$ cat config.mk
export PLATFORM = sky130hd
export DESIGN_NAME = exc_irq_ctrl
export DESIGN_NICKNAME = d
export VERILOG_FILES = /design/src/rtl/exc_irq_ctrl.sv
export SDC_FILE = /design/constraint.sdc
export NUM_CORES = 1
export LEC_CHECK = 0
export CAP_MARGIN = 10
export CORE_UTILIZATION = 40
export CTS_CLUSTER_SIZE = 14
export DETAILED_ROUTE_END_ITERATION = 10
export PLACE_DENSITY = 0.77
export SETUP_SLACK_MARGIN = 0.05
export SYNTH_ARGS = -nofsm -noshare
export SYNTH_HDL_FRONTEND = slang
export SYNTH_SLANG_ARGS = --single-unit
$ cat constraint.sdc
create_clock -name clk -period 1.9 [get_ports clk]
set_clock_uncertainty 0.1 [all_clocks]
set_input_delay 0.19 -clock clk [delete_from_list [all_inputs] [get_ports clk]]
set_output_delay 0.19 -clock clk [all_outputs]
set_load 0.02 [all_outputs]
$ cat src/rtl/exc_irq_ctrl.sv
// Registered exception/interrupt controller: edge-latched masked IRQs with fixed priority,
// invalid-opcode trap and ERET return. Define IRQ_SYNC_EN to add 2-flop irq synchronisers.
module exc_irq_ctrl #(
   parameter  int NUM_IRQ = 4,
   localparam int IDW     = (NUM_IRQ > 1) ? $clog2(NUM_IRQ) : 1
) (
   input  logic               clk,
   input  logic               reset_n,
   input  logic               instr_valid,
   input  logic               invalid_op,
   input  logic               eret,
   input  logic [NUM_IRQ-1:0] irq,
   input  logic [NUM_IRQ-1:0] irq_mask,
   input  logic [NUM_IRQ-1:0] irq_clr,
   output logic               exc_take,
   output logic               eret_ack,
   output logic [3:0]         estatus,
   output logic [IDW-1:0]     irq_id,
   output logic [NUM_IRQ-1:0] pending,
   output logic               busy,
   output logic               nested_err
);

   typedef enum logic [1:0] {
      ST_RUN     = 2'd0,
      ST_TAKE    = 2'd1,
      ST_HANDLER = 2'd2
   } state_t;

   state_t             r_state;
   state_t             w_state_nxt;
   logic [NUM_IRQ-1:0] w_irq_s;
   logic [NUM_IRQ-1:0] r_irq_prev;
   logic [NUM_IRQ-1:0] w_rise;
   logic [NUM_IRQ-1:0] r_pending;
   logic [NUM_IRQ-1:0] w_cand;
   logic [NUM_IRQ-1:0] w_winner_oh;
   logic [NUM_IRQ-1:0] w_take_clr;
   logic [IDW-1:0]     w_winner;
   logic [IDW-1:0]     r_irq_id;
   logic [3:0]         r_estatus;
   logic               r_eret_ack;
   logic               r_nested_err;
   logic               w_trap;
   logic               w_do_trap;
   logic               w_do_irq;
   logic               w_do_eret;
   logic               w_exc_take;
   logic               w_busy;

`ifdef IRQ_SYNC_EN
   logic [NUM_IRQ-1:0] r_sync1;
   logic [NUM_IRQ-1:0] r_sync2;

   always_ff @(posedge clk or negedge reset_n) begin
      if (!reset_n) begin
         r_sync1 <= '0;
         r_sync2 <= '0;
      end else begin
         r_sync1 <= irq;
         r_sync2 <= r_sync1;
      end
   end

   assign w_irq_s = r_sync2;
`else
   assign w_irq_s = irq;
`endif

   assign w_rise = w_irq_s & ~r_irq_prev;
   assign w_cand = r_pending & irq_mask;

   // Descending scan so the lowest set index is the final assignment.
   always_comb begin
      w_winner    = '0;
      w_winner_oh = '0;
      for (int unsigned i = NUM_IRQ; i > 0; i--) begin
         if (w_cand[i-1]) begin
            w_winner         = IDW'(i - 1);
            w_winner_oh      = '0;
            w_winner_oh[i-1] = 1'b1;
         end
      end
   end

   assign w_trap     = instr_valid & invalid_op;
   assign w_do_trap  = (r_state == ST_RUN) & w_trap;
   assign w_do_irq   = (r_state == ST_RUN) & ~w_trap & (|w_cand);
   assign w_do_eret  = (r_state == ST_HANDLER) & instr_valid & eret;
   assign w_take_clr = {NUM_IRQ{w_do_irq}} & w_winner_oh;

   always_ff @(posedge clk or negedge reset_n) begin
      if (!reset_n) r_state <= ST_RUN;
      else          r_state <= w_state_nxt;
   end

   always_comb begin
      w_state_nxt = r_state;
      case (r_state)
         ST_RUN:     if (w_do_trap || w_do_irq) w_state_nxt = ST_TAKE;
         ST_TAKE:    w_state_nxt = ST_HANDLER;
         ST_HANDLER: if (w_do_eret) w_state_nxt = ST_RUN;
         default:    w_state_nxt = ST_RUN;
      endcase
   end

   always_comb begin
      w_exc_take = 1'b0;
      w_busy     = 1'b1;
      case (r_state)
         ST_RUN:  w_busy     = 1'b0;
         ST_TAKE: w_exc_take = 1'b1;
         default: w_busy     = 1'b1;
      endcase
   end

   // New edges are OR-ed in last so a same-cycle set beats both ack and take clears.
   always_ff @(posedge clk or negedge reset_n) begin
      if (!reset_n) begin
         r_irq_prev   <= '0;
         r_pending    <= '0;
         r_estatus    <= '0;
         r_irq_id     <= '0;
         r_eret_ack   <= 1'b0;
         r_nested_err <= 1'b0;
      end else begin
         r_irq_prev <= w_irq_s;
         r_pending  <= (r_pending & ~irq_clr & ~w_take_clr) | w_rise;
         r_eret_ack <= w_do_eret;
         if (w_do_trap) begin
            r_estatus <= 4'b0010;
         end else if (w_do_irq) begin
            r_estatus <= 4'b0001;
            r_irq_id  <= w_winner;
         end else if (w_do_eret) begin
            r_estatus <= 4'b0000;
         end
         if ((r_state == ST_HANDLER) && w_trap && !eret)
            r_nested_err <= 1'b1;
      end
   end

   assign exc_take   = w_exc_take;
   assign busy       = w_busy;
   assign eret_ack   = r_eret_ack;
   assign estatus    = r_estatus;
   assign irq_id     = r_irq_id;
   assign pending    = r_pending;
   assign nested_err = r_nested_err;

endmodule

==> results.py, run 1 <==
metrics = {
    "outcome": {
        "outcome": "finished, violations left",
        "failed_checks": "design-rule violations",
    },
    "synthesis": {
        "async_flop_share": 1.00,
        "ys_types": 22,
        "ys_ff_latch": 16,
        "yosysWarnings": 0,
        "synth_area_sq_um": 696,
        "yosys-top-cells-count": "dfrtp_1, inv_1, a21oi_1, nand2_1",
        "synth_area_leader_cell": "dfrtp_1",
        "netlist_instances": 64,
        "syn_area_per_cell_sq_um": 10.9,
        "yosys-top-cells-area": "dfrtp_1, inv_1, a21oi_1, a32o_1, a22o_1",
        "synth_ff_type": "dfrtp_1",
        "synth_edf_count": 0,
        "ys_seq_area_frac": 0.576,
        "synth_top_area_frac": 0.576,
        "yosysMostFrequentCell": "dfrtp_1",
    },
    "grt": {
        "first_global_vias": 536,
        "grt_use_total": 0.167,
        "grt-ovfl-total": 0,
        "grt_max_degree": 17,
        "grt_pass1_wl_um": 2220,
        "antenna_found_initial": 0,
    },
    "placed_design": {
        "gp_congestion": 0.751,
        "dpl.hpwl_um": 1110,
        "portBuffers": 28,
    },
    "timing": {
        "drv_slew": 0,
        "setup_violations": 0,
        "rsz0062_at_grt": "no",
        "min_period_over_period": 0.920,
        "hold_viol": 0,
        "min_period_ns": 1.75,
        "fmax_mhz": 572,
        "fin_setup_tns_ns": 0,
    },
    "clock_tree": {
        "clk_latency_ns": 0.27,
        "clock_sink_count": 16,
        "h-tree-depth": 1,
        "hold_buffers": 0,
        "clock_path_buffers": 2,
        "cts_buffers": 3,
        "clockRootBuffer": "clkbuf_4",
        "cts_tree": "done",
        "path_clk_slew_ns": 0.08,
    },
    "setup_path": {
        "crit_buf_inv": 2,
        "worstPathMaxFanout": 5,
        "path_cells": "nor2_2, inv_1, clkdlybuf4s50_1",
        "critPathMaxStageDelay_ns": 0.59,
        "crit_arrival_ns": 1.46,
        "crit_family": "buffers and inverters",
        "critical_path_class": "flip-flop to primary output",
        "crit_slowest_cell": "clkdlybuf4s50_1",
        "required_ns": 1.61,
        "cp-end-kind": "primary output",
        "startpoint_type": "flip-flop",
    },
    "power": {
        "ir_worst_vdd_mv": 0.735,
        "p_leak_nw": 0.475,
        "cellPowerDensity_nw_per_um2": 1190,
    },
    "die": {
        "core_sq_um": 1560,
        "dieArea_sq_um": 1910,
        "die_x_um": 43.7,
        "chipHeight_um": 43.7,
        "io_pins": 31,
        "start_util": 0.446,
        "row_count": 14,
    },
    "detailed_routing": {
        "viasPerCell": 5.16,
        "wl_um": 1390,
        "vias": 578,
        "firstDrtPassIters": 6,
        "dr.first_iter.drc_count": 11,
        "avgRoutedWirePerCell_um": 12.4,
        "ant_nets": 0,
        "drc": 1,
    },
    "job": {
        "maxCapViolations": 0,
    },
    "finish": {
        "nets": 115,
        "diodes": 0,
        "fin_util": 0.657,
        "drive_above_1_share": 0.115,
        "area_growth_syn_to_layout_pct": 47.1,
    },
    "worst_hold_path": {
        "min_path_type": "input port to asynchronous set/reset pin",
    },
}
==> metrics by stage <==
stage	total power, mW	cell area [sq um]	hold WS (ns)	std cells	setup slack, ns
floorplan	0.803	699	-0.206	65	0.546
global placement	1.05	1000	0.354	109	0.179
detailed placement	1.07	1000	0.358	109	0.165
CTS	1.23	1020	0.128	112	0.119
global route	1.30	1020	0.138	112	0.0735
finish	1.22	1020	0.132	112	0.151
==> report_power, final <==
| group | switching (mW) | internal [mW] | total [mW] | leakage [nW] |
|---|---|---|---|---|
| clock network | 0.0895 | 0.0733 | 0.163 | 0.0138 |
| registers | 0.0806 | 0.429 | 0.509 | 0.193 |
| logic | 0.263 | 0.281 | 0.544 | 0.269 |
| total | 0.433 | 0.783 | 1.22 | 0.475 |
==> worst paths after layout <==
| kind | from | cells past startpoint | slack, ns | endpoint |
|---|---|---|---|---|
| worst max-delay path | r_state[1]$_DFFE_PN0P_ | 3 | 0.15 | busy |
| worst min-delay path | reset_n | 2 | 0.13 | r_state[0]$_DFFE_PN0P_ |
| worst max register to register | r_state[0]$_DFFE_PN0P_ | 3 | 0.41 | pending[3]$_DFF_PN0_ |
| worst min register to register | nested_err$_DFFE_PN0P_ | 1 | 0.37 | nested_err$_DFFE_PN0P_ |
| max in group asynchronous | reset_n | 2 | 1.39 | r_irq_prev[3]$_DFF_PN0_ |
| min in group clk | irq[0] | 1 | 0.28 | r_irq_prev[0]$_DFF_PN0_ |
==> worst register-to-register path: stages (launching register included) <==
cell      delay (ns)
dfrtp_1         0.45
a211oi_4        0.41
nand4_1         0.14
a32o_2          0.28
==> per-layer routing <==
metal,track usage,part of all wire,vias up
met5,0,0,-
met4,0.0750,0.014,0
met3,0.0792,0.042,2
met2,0.266,0.50,14
met1,0.189,0.44,272
li1,-,-,290
==> cells by family (layout without fill, tap and decap cells) <==
| logic type | after synthesis | count (layout) | share of synthesized area |
|---|---|---|---|
| other | 1 | 2 | 0.00539 |
| flip-flops | 16 | 16 | 0.576 |
| AND/OR/NAND/NOR | 16 | 16 | 0.121 |
| AO/OA/AOI/OAI | 19 | 19 | 0.223 |
| buffers and inverters | 12 | 43 | 0.0755 |
==> registers in the layout, indices dropped and copies added, names as in the netlist <==
signal / count
pending: 4
r_irq_prev: 4
estatus: 2
irq_id: 2
r_state: 2
eret_ack: 1
nested_err: 1
==> what timing repair did <==
item                       CTS  global route
setup buffers                0             0
setup endpoints to repair    1             1
resized for setup            1             1
==> area by class of cell <==
cell class	instances	area, sq um
fill	131	536
inverter	10	37.5
clock buffer	3	22.5
sequential	16	400
timing repair buffer	30	294
tap	16	20.0
multi-input combinational	37	249
==> layout by cell type, fill, tap and decap left out, drive strengths merged, types with 2 or more instances in the layout <==
cell type      instances
dfrtp                 16
a31o                   2
a21oi                  6
clkbuf                 3
clkdlybuf4s50         27
a32o                   4
nand3                  3
nor2                   2
inv                   10
a22o                   3
conb                   2
nand2                  4
nand2b                 2
buf                    2
Power figures use the tool's default switching activity.
==> run 2, diff against run 1 <==
PLACE_DENSITY = 0.78   (was 0.77)
==> results.py, run 2 (same netlist as run 1, synthesis figures left out) <==
metrics = {
    "clock_tree": {
        "cts_tree": "done",
        "path_clk_slew_ns": 0.09,
        "clock_sink_count": 16,
        "h-tree-depth": 1,
        "cts_buffers": 3,
        "clock_path_buffers": 2,
        "clk_latency_ns": 0.29,
        "clockRootBuffer": "clkbuf_4",
        "hold_buffers": 0,
    },
    "grt": {
        "grt_max_degree": 17,
        "first_global_vias": 603,
        "antenna_found_initial": 0,
        "grt_use_total": 0.178,
        "grt_pass1_wl_um": 2460,
        "grt-ovfl-total": 0,
    },
    "die": {
        "core_sq_um": 1560,
        "row_count": 14,
        "dieArea_sq_um": 1910,
        "io_pins": 31,
        "die_x_um": 43.7,
        "start_util": 0.446,
        "chipHeight_um": 43.7,
    },
    "timing": {
        "fin_setup_tns_ns": 0,
        "hold_viol": 0,
        "setup_violations": 0,
        "fmax_mhz": 609,
        "min_period_over_period": 0.864,
        "min_period_ns": 1.64,
        "rsz0062_at_grt": "no",
        "drv_slew": 0,
    },
    "placed_design": {
        "dp_cells": 109,
        "portBuffers": 28,
        "dpl.hpwl_um": 1140,
        "gp_congestion": 0.725,
    },
    "setup_path": {
        "critPathMaxStageDelay_ns": 0.63,
        "timing.rr.start": "r_state[0]$_DFFE_PN0P_",
        "worstPathMaxFanout": 6,
        "path_cells": "clkdlybuf4s50_1",
        "startpoint_type": "flip-flop",
        "crit_slowest_cell": "clkdlybuf4s50_1",
        "critical_path_class": "flip-flop to primary output",
        "crit_arrival_ns": 1.35,
        "r2r_slack_ns": 0.38,
        "cp-end-kind": "primary output",
        "crit_buf_inv": 1,
        "required_ns": 1.61,
        "crit_path_start": "pending[1]$_DFF_PN0_",
        "crit_family": "buffers and inverters",
    },
    "worst_hold_path": {
        "min_path_type": "input port to asynchronous set/reset pin",
    },
    "detailed_routing": {
        "vias": 602,
        "top_layer": "met4",
        "avgRoutedWirePerCell_um": 13.0,
        "viasPerCell": 5.38,
        "firstDrtPassIters": 7,
        "dr.first_iter.drc_count": 13,
        "drc": 1,
        "wl_met1_um": 638,
        "wl_um": 1450,
        "routed-wl-met2_um": 729,
        "ant_nets": 0,
        "wl_met3_um": 69,
    },
    "power": {
        "power_frac_comb": 0.443,
        "power.internal_uw": 786,
        "p_clk_frac": 0.144,
        "ir_worst_vdd_mv": 0.819,
        "power.switching_uw": 450,
        "totalPowerFinal_mw": 1.24,
        "swShare": 0.364,
        "p_leak_nw": 0.494,
        "cellPowerDensity_nw_per_um2": 1200,
        "p_seq_frac": 0.412,
    },
    "finish": {
        "nFillCells": 129,
        "diodes": 0,
        "multiInputGateArea_sq_um": 246,
        "nets": 115,
        "area_growth_syn_to_layout_pct": 47.8,
        "fin_cells": 112,
        "layout_commonest_cell": "clkdlybuf4s50_1",
        "drive_above_1_share": 0.115,
        "seqCellArea_sq_um": 402,
        "layout_common_cells": "clkdlybuf4s50_1, dfrtp_1, inv_1",
    },
    "outcome": {
        "failed_checks": "design-rule violations",
        "outcome": "finished, violations left",
    },
    "job": {
        "maxCapViolations": 0,
    },
}
## run 2: power groups by stage
stage	Clock (mW)	Combinational, mW	Sequential (mW)
2_1_floorplan	0	0.222	0.581
3_3_place_gp	0	0.547	0.508
3_5_place_dp	0	0.556	0.512
4_1_cts	0.184	0.559	0.506
5_1_grt	0.196	0.592	0.521
6_report	0.178	0.548	0.509
## run 2: path summary, 6_finish.rpt
check                                     endpoint  cells after the start
hold reg to reg             nested_err$_DFFE_PN0P_                      1
setup / recovery                        pending[1]                      1
min in group clk           r_irq_prev[0]$_DFF_PN0_                      1
hold / removal             r_irq_prev[0]$_DFF_PN0_                      2
max in group asynchronous   r_state[1]$_DFFE_PN0P_                      2
setup reg to reg              pending[3]$_DFF_PN0_                      3
## run 2: routing by layer
layer	vias up	GRT usage
met3	2	0.0417
met4	0	0.0750
met1	300	0.200
met2	17	0.319
met5	-	0
li1	283	-
## run 2: timing repair
| item | CTS | global route |
|---|---|---|
| setup endpoints to repair | 0 | 2 |
| resized for setup | 0 | 3 |
| buffers inserted | 0 | 0 |
## run 2: area by class of cell
class,count,share of cell area
flip-flops and latches,16,0.391
repair buffers,30,0.292
multi-input cells,37,0.240
inverters,10,0.0365
clock buffers,3,0.0219
well taps,16,0.0195
## run 2: stage by stage
step / util / instance area [sq um] / hold WS, ns / worst slack, ns
2_1_floorplan: - / 699 / -0.206 / 0.546
3_3_place_gp: 0.641 / 1000 / 0.348 / 0.186
3_5_place_dp: 0.641 / 1000 / 0.374 / 0.133
4_1_cts: 0.656 / 1020 / 0.109 / 0.0528
5_1_grt: 0.660 / 1030 / 0.114 / 0.210
6_report: 0.660 / 1030 / 0.105 / 0.259
